**config.mk**
```make
export PLATFORM = sky130hd
export DESIGN_NAME = usart_tx_fifo
export DESIGN_NICKNAME = d
export VERILOG_FILES = /design/src/rtl/usart_tx_fifo.sv
export SDC_FILE = /design/constraint.sdc
export NUM_CORES = 1
export LEC_CHECK = 0
export BUFFER_PORTS_ARGS = -buffer_cell sky130_fd_sc_hd__buf_2
export CAP_MARGIN = 10
export CORE_ASPECT_RATIO = 0.6
export CORE_MARGIN = 2
export CORE_UTILIZATION = 50
export DETAILED_ROUTE_END_ITERATION = 10
export GPL_ROUTABILITY_DRIVEN = 0
export PLACE_DENSITY = 0.8
export SYNTH_ARGS = -nofsm -noshare
export SYNTH_HDL_FRONTEND = slang
export SYNTH_SLANG_ARGS = --single-unit
```
**constraint.sdc**
```tcl
create_clock -name clk -period 7.6 [get_ports clk]
set_input_delay 1.52 -clock clk [delete_from_list [all_inputs] [get_ports clk]]
set_output_delay 1.52 -clock clk [all_outputs]
set_load 0.02 [all_outputs]
```
**src/rtl/usart_tx_fifo.sv**
```systemverilog
// usart_tx_fifo -- UART transmitter with an internal transmit FIFO.
//
// A producer pushes words with a one-cycle `write` strobe. Each queued word
// is sent as one frame: start bit, DATA_BITS data bits LSB first, an optional
// parity bit, then STOP_BITS stop bits. Every bit lasts CLKS_PER_BIT cycles.
// Queued frames go out back-to-back: when a word is waiting, the last stop
// cycle is followed directly by the next start bit.
//
// Ports:
//   clk     in   block clock, all logic on posedge
//   nreset  in   asynchronous active-low reset
//   txdata  in   word to transmit, sampled when `write` is high
//   write   in   push strobe
//   full    out  FIFO holds FIFO_DEPTH words (registered)
//   level   out  FIFO occupancy, not counting the word in the shifter
//   ovf     out  one-cycle pulse after a write was dropped because of `full`
//   idle    out  FIFO empty and serialiser in IDLE
//   tx      out  serial line (registered, idles high)
//
// Handshake: there is no back-pressure. A write is accepted iff `write` is
// high and the registered `full` is low at the sampling edge; otherwise the
// word is dropped and `ovf` pulses in the following cycle.
module usart_tx_fifo #(
    parameter int DATA_BITS    = 8,
    parameter int CLKS_PER_BIT = 4,
    parameter int PARITY       = 0,
    parameter int STOP_BITS    = 1,
    parameter int FIFO_DEPTH   = 4,
    parameter int LVL_W        = $clog2(FIFO_DEPTH + 1)
) (
    input  logic                 clk,
    input  logic                 nreset,
    input  logic [DATA_BITS-1:0] txdata,
    input  logic                 write,
    output logic                 full,
    output logic [LVL_W-1:0]     level,
    output logic                 ovf,
    output logic                 idle,
    output logic                 tx
);

    localparam int PTR_W = $clog2(FIFO_DEPTH);
    localparam int DIV_W = $clog2(CLKS_PER_BIT);
    localparam int BI_W  = $clog2(DATA_BITS);

    localparam logic [DIV_W-1:0] DIV_LAST  = DIV_W'(CLKS_PER_BIT - 1);
    localparam logic [BI_W-1:0]  DATA_LAST = BI_W'(DATA_BITS - 1);
    localparam logic [BI_W-1:0]  STOP_LAST = BI_W'(STOP_BITS - 1);
    localparam logic [LVL_W-1:0] LVL_FULL  = LVL_W'(FIFO_DEPTH);

    if (DATA_BITS < 5 || DATA_BITS > 9 || CLKS_PER_BIT < 2 ||
        PARITY < 0 || PARITY > 2 || STOP_BITS < 1 || STOP_BITS > 2 ||
        FIFO_DEPTH < 2 || (FIFO_DEPTH & (FIFO_DEPTH - 1)) != 0 ||
        LVL_W < $clog2(FIFO_DEPTH + 1)) begin : g_bad_param
        $error("usart_tx_fifo: illegal parameter value");
    end

    typedef enum logic [2:0] {
        S_IDLE,
        S_START,
        S_DATA,
        S_PAR,
        S_STOP
    } state_t;

    // FIFO storage and pointers
    logic [DATA_BITS-1:0] mem_q [FIFO_DEPTH];
    logic [PTR_W-1:0]     wr_ptr_q, wr_ptr_d;
    logic [PTR_W-1:0]     rd_ptr_q, rd_ptr_d;
    logic [LVL_W-1:0]     count_q, count_d;
    logic                 full_q, full_d;
    logic                 ovf_q, ovf_d;

    // Serialiser
    state_t               state_q, state_d;
    logic [DIV_W-1:0]     div_q, div_d;
    logic [BI_W-1:0]      bit_idx_q, bit_idx_d;
    logic [DATA_BITS-1:0] shreg_q, shreg_d;
    logic                 par_q, par_d;
    logic                 tx_q, tx_d;
    logic                 idle_q, idle_d;

    logic                 push;
    logic                 pop;
    logic                 fifo_nempty;
    logic [DATA_BITS-1:0] pop_word;
    logic                 pop_par;

    assign push        = write && !full_q;
    assign fifo_nempty = (count_q != '0);
    assign pop_word    = mem_q[rd_ptr_q];
    // Odd parity makes the total number of ones odd, even parity even.
    assign pop_par     = (PARITY == 1) ? ~(^pop_word) : (^pop_word);

    always_comb begin
        state_d   = state_q;
        div_d     = div_q;
        bit_idx_d = bit_idx_q;
        shreg_d   = shreg_q;
        par_d     = par_q;
        tx_d      = tx_q;
        pop       = 1'b0;

        if (state_q == S_IDLE) begin
            div_d = '0;
            tx_d  = 1'b1;
            if (fifo_nempty) begin
                pop     = 1'b1;
                shreg_d = pop_word;
                par_d   = pop_par;
                state_d = S_START;
                tx_d    = 1'b0;
            end
        end else if (div_q != DIV_LAST) begin
            div_d = div_q + DIV_W'(1);
        end else begin
            // Bit boundary: tx_d is the value of the next bit.
            div_d = '0;
            case (state_q)
                S_START: begin
                    state_d   = S_DATA;
                    bit_idx_d = '0;
                    tx_d      = shreg_q[0];
                end
                S_DATA: begin
                    if (bit_idx_q == DATA_LAST) begin
                        bit_idx_d = '0;
                        if (PARITY != 0) begin
                            state_d = S_PAR;
                            tx_d    = par_q;
                        end else begin
                            state_d = S_STOP;
                            tx_d    = 1'b1;
                        end
                    end else begin
                        bit_idx_d = bit_idx_q + BI_W'(1);
                        shreg_d   = shreg_q >> 1;
                        tx_d      = shreg_q[1];
                    end
                end
                S_PAR: begin
                    state_d   = S_STOP;
                    bit_idx_d = '0;
                    tx_d      = 1'b1;
                end
                S_STOP: begin
                    if (bit_idx_q == STOP_LAST) begin
                        bit_idx_d = '0;
                        // A waiting word starts immediately, no IDLE cycle.
                        if (fifo_nempty) begin
                            pop     = 1'b1;
                            shreg_d = pop_word;
                            par_d   = pop_par;
                            state_d = S_START;
                            tx_d    = 1'b0;
                        end else begin
                            state_d = S_IDLE;
                            tx_d    = 1'b1;
                        end
                    end else begin
                        bit_idx_d = bit_idx_q + BI_W'(1);
                    end
                end
                default: begin
                    state_d = S_IDLE;
                    tx_d    = 1'b1;
                end
            endcase
        end
    end

    always_comb begin
        wr_ptr_d = wr_ptr_q;
        rd_ptr_d = rd_ptr_q;
        count_d  = count_q;
        if (push) begin
            wr_ptr_d = wr_ptr_q + PTR_W'(1);
        end
        if (pop) begin
            rd_ptr_d = rd_ptr_q + PTR_W'(1);
        end
        case ({push, pop})
            2'b10:   count_d = count_q + LVL_W'(1);
            2'b01:   count_d = count_q - LVL_W'(1);
            default: count_d = count_q;
        endcase
        full_d = (count_d == LVL_FULL);
        ovf_d  = write && full_q;
        idle_d = (count_d == '0) && (state_d == S_IDLE);
    end

    // Storage is not reset; occupancy is tracked by the pointers and count.
    always_ff @(posedge clk) begin
        if (push) begin
            mem_q[wr_ptr_q] <= txdata;
        end
    end

    always_ff @(posedge clk or negedge nreset) begin
        if (!nreset) begin
            wr_ptr_q  <= '0;
            rd_ptr_q  <= '0;
            count_q   <= '0;
            full_q    <= 1'b0;
            ovf_q     <= 1'b0;
            state_q   <= S_IDLE;
            div_q     <= '0;
            bit_idx_q <= '0;
            shreg_q   <= '0;
            par_q     <= 1'b0;
            tx_q      <= 1'b1;
            idle_q    <= 1'b1;
        end else begin
            wr_ptr_q  <= wr_ptr_d;
            rd_ptr_q  <= rd_ptr_d;
            count_q   <= count_d;
            full_q    <= full_d;
            ovf_q     <= ovf_d;
            state_q   <= state_d;
            div_q     <= div_d;
            bit_idx_q <= bit_idx_d;
            shreg_q   <= shreg_d;
            par_q     <= par_d;
            tx_q      <= tx_d;
            idle_q    <= idle_d;
        end
    end

    assign full  = full_q;
    assign level = count_q;
    assign ovf   = ovf_q;
    assign idle  = idle_q;
    assign tx    = tx_q;

endmodule

```
==> out/metrics.yaml <==
power_and_ir_drop:
  p_total_mw: 1.21
  power.internal_uw: 781
  seqPwrFrac_pct: 44.2
  p_clk_share_pct: 23.5
  p_comb_share_pct: 32.3
  swShare_pct: 35.4
  p_per_area_nw_per_um2: 409
  vdd_drop_max_mv: 0.222
  p_switching_uw: 428
  p_leak_nw: 1.14
cts:
  cts_buffers: 9
  cts-root-buf: "clkbuf_8"
  cts_setup_buffers: 0
  cts_tree: "yes"
  clkTransAtPathRegs_ps: 60
  hold_buffers: 0
  numClockSinks: 59
  clock_path_buffers: 2
  htreeDepth: 3
  clkLatencyLatePin_ps: 330
  ctsResizeCount: 0
detailed_routing:
  drc: 0
  wl_per_cell_um: 16.0
  ant_nets: 0
  drtPass1Iterations: 4
  num_vias: 1496
  viasPerCell: 5.38
  drt-initial-drc-count: 55
  totalWireLength_um: 4450
sta:
  fmax_mhz: 329
  finClkSkew_ps: 10.5
  setup_violations: 0
  fin_ws_ps: 4560
  worst_pin_slew_ps: 621
  fin_crit_sh_pct: 40.1
  slew_headroom_pct: 58.3
  fin_tns_setup_ps: 0
  finalMaxSlewViolations: 0
  min_period_ps: 3040
  rsz0062_at_grt: "no"
  final_hold_viol_count: 0
synth:
  synth_area_um2: 2620
  ys_warn_count: 0
  syn_avg_cell_area_um2: 14.1
  ys_ff_latch: 59
  ys_seq_area_share_pct: 62.6
  synthCells: 186
  yosys.cell_types.count: 41
  syn-num-nets: 207
final_layout:
  multi_input_area_um2: 901
  layout_commonest_cell: "edfxtp_1"
  layout_common_cells: "edfxtp_1, dfrtp_1, buf_2"
  area_delta_synth_final_pct: 12.9
  stdcell_count: 278
  nNetsFinal: 228
  regArea_um2: 1640
  antenna_cells: 0
  nFillCells: 404
  layout-drive-gt1-share_pct: 22.6
floorplanning:
  die_w_um: 97.4
  die_h_um: 60.1
  io_pins: 18
  start_util_pct: 51.8
  num_rows: 20
  design.core.area_um2: 5050
  die_area_um2: 5850
critical_path:
  crit_chain: "buf_2, nor2b_1, inv_1, ha_1, inv_1, fa_1, xor2_1, nor2_1, xnor2_1, nand2_1, nor4_1"
  cp-start-kind: "input pin"
  critPathMaxFanout: 8
  cp_common_cell: "inv_1"
  path_class: "input pin to flop"
  slowest_delay_ps: 390
  critPathRequiredTime_ps: 7830
  slowest_stage: "nor2b_1"
  cp-end-kind: "flop"
  worstPathArrival_ps: 3280
  reg2regPathDepth: 13
placement:
  dp_hpwl_um: 3050
  port_buffers: 17
  dp_worst_setup_slack_ps: 4210
  dp_cells: 262
worst_hold_path:
  hp-class: "flop to flop"
  hold_depth: 1
global_route:
  grt-ovfl-total: 0
  antenna_found_initial: 0
  grt_pass1_wl_um: 7460
  grt_max_degree: 28
  grt_pass1_vias: 1487
  grt_usage_pct: 17.6
flow_run:
  drv_cap: 0
run_status:
  status: "finished, final reports clean"
## Yosys cell counts
cell type | n | area share [%]
mux2i_1 | 3 | 1.1
nand3b_1 | 1 | 0.29
nor2b_1 | 4 | 0.96
nor2_1 | 6 | 0.86
fa_1 | 1 | 0.76
and3_1 | 1 | 0.24
ha_1 | 9 | 4.3
a22oi_1 | 1 | 0.29
a2111oi_4 | 1 | 1.1
o31ai_1 | 2 | 0.57
dfstp_2 | 2 | 2.0
clkbuf_1 | 4 | 0.57
o22ai_1 | 2 | 0.48
a22o_1 | 1 | 0.33
nor4_1 | 1 | 0.24
dfrtp_1 | 25 | 24
nor4_2 | 1 | 0.48
o21ai_1 | 2 | 0.38
xor2_1 | 2 | 0.67
mux2_2 | 1 | 0.43
nor3_1 | 2 | 0.38
nor3b_1 | 1 | 0.29
mux4_2 | 8 | 6.9
a21oi_1 | 1 | 0.19
buf_2 | 3 | 0.57
nand2_1 | 14 | 2.0
nand2b_1 | 3 | 0.72
or3_1 | 2 | 0.48
o21ba_1 | 1 | 0.38
o32ai_1 | 1 | 0.33
nand2_2 | 1 | 0.24
a31oi_1 | 1 | 0.24
nand3_1 | 3 | 0.57
inv_1 | 13 | 1.9
and2_1 | 6 | 1.4
o22a_1 | 6 | 2.0
xnor2_1 | 5 | 1.7
o21ai_0 | 6 | 1.1
or2_2 | 1 | 0.24
o21a_1 | 6 | 1.7
edfxtp_1 | 32 | 37
## area by class of cell
| cell class | count | area share [%] |
|---|---|---|
| multi-input combinational | 107 | 30.5 |
| sequential | 59 | 55.4 |
| clock buffer | 9 | 4.19 |
| clock inverter | 7 | 2.62 |
| timing repair buffer | 17 | 2.88 |
| inverter | 13 | 1.65 |
| tap | 66 | 2.79 |
## flip-flops by register name, summed over array words and instances, names as in the netlist
| register | count |
|---|---|
| div_q | 2 |
| rd_ptr_q | 2 |
| tx | 1 |
| level | 3 |
| wr_ptr_q | 2 |
| shreg_q | 8 |
| idle | 1 |
| ovf | 1 |
| mem_q | 32 |
| full | 1 |
| state_q | 3 |
| bit_idx_q | 3 |
## layer usage
layer / track usage (%) / routed length (um)
met4: 8.33 / 38
met1: 23.8 / 2210
met5: 0 / 0
met3: 5.38 / 192
met2: 26.8 / 2010
## final timing paths
| check | start | endpoint | slack [ps] |
|---|---|---|---|
| max | write | idle$_DFF_PN1_ | 4560 |
| min | div_q[0]$_DFF_PN0_ | div_q[0]$_DFF_PN0_ | 450 |
| max reg2reg | div_q[0]$_DFF_PN0_ | idle$_DFF_PN1_ | 4920 |
| min reg2reg | div_q[0]$_DFF_PN0_ | div_q[0]$_DFF_PN0_ | 450 |
| max in group asynchronous | nreset | shreg_q[1]$_DFFE_PN0P_ | 6010 |
| min in group asynchronous | nreset | bit_idx_q[2]$_DFFE_PN0P_ | 1180 |
## power by group through the flow
stage | clock (mW) | sequential (mW) | combinational, mW
4_1_cts | 0.289 | 0.536 | 0.396
5_1_grt | 0.302 | 0.551 | 0.439
6_report | 0.284 | 0.535 | 0.391
3_5_place_dp | 0 | 0.541 | 0.396
2_1_floorplan | 0 | 0.502 | 0.333
3_3_place_gp | 0 | 0.537 | 0.377
## critical path: cells and delay by family
family	cells	cell delay, ps
and+or+nand+nor	4	720
buffers and inverters	3	240
adders and majority gates	2	400
xor gates and xnor gates	2	380
## through the flow
stage	hold slack, ps	util [%]	area [um^2]
after global placement	429	54.5	2760
final	447	58.5	2960
after floorplan	416	-	2620
after detailed placement	441	54.5	2760
after global routing	477	58.5	2960
after CTS	449	58.5	2960
## cells by family after synthesis
kind of cell | count (synthesis) | share of synthesized area [%]
flip-flops | 59 | 62.6
AND/OR/NAND/NOR | 47 | 9.41
AO/OA/AOI/OAI | 31 | 9.13
buffers and inverters | 20 | 3.01
multiplexers | 12 | 8.46
adder cells (fa/ha/maj) | 10 | 5.06
XOR/XNOR | 7 | 2.34
(Power assumes the default switching activity.)
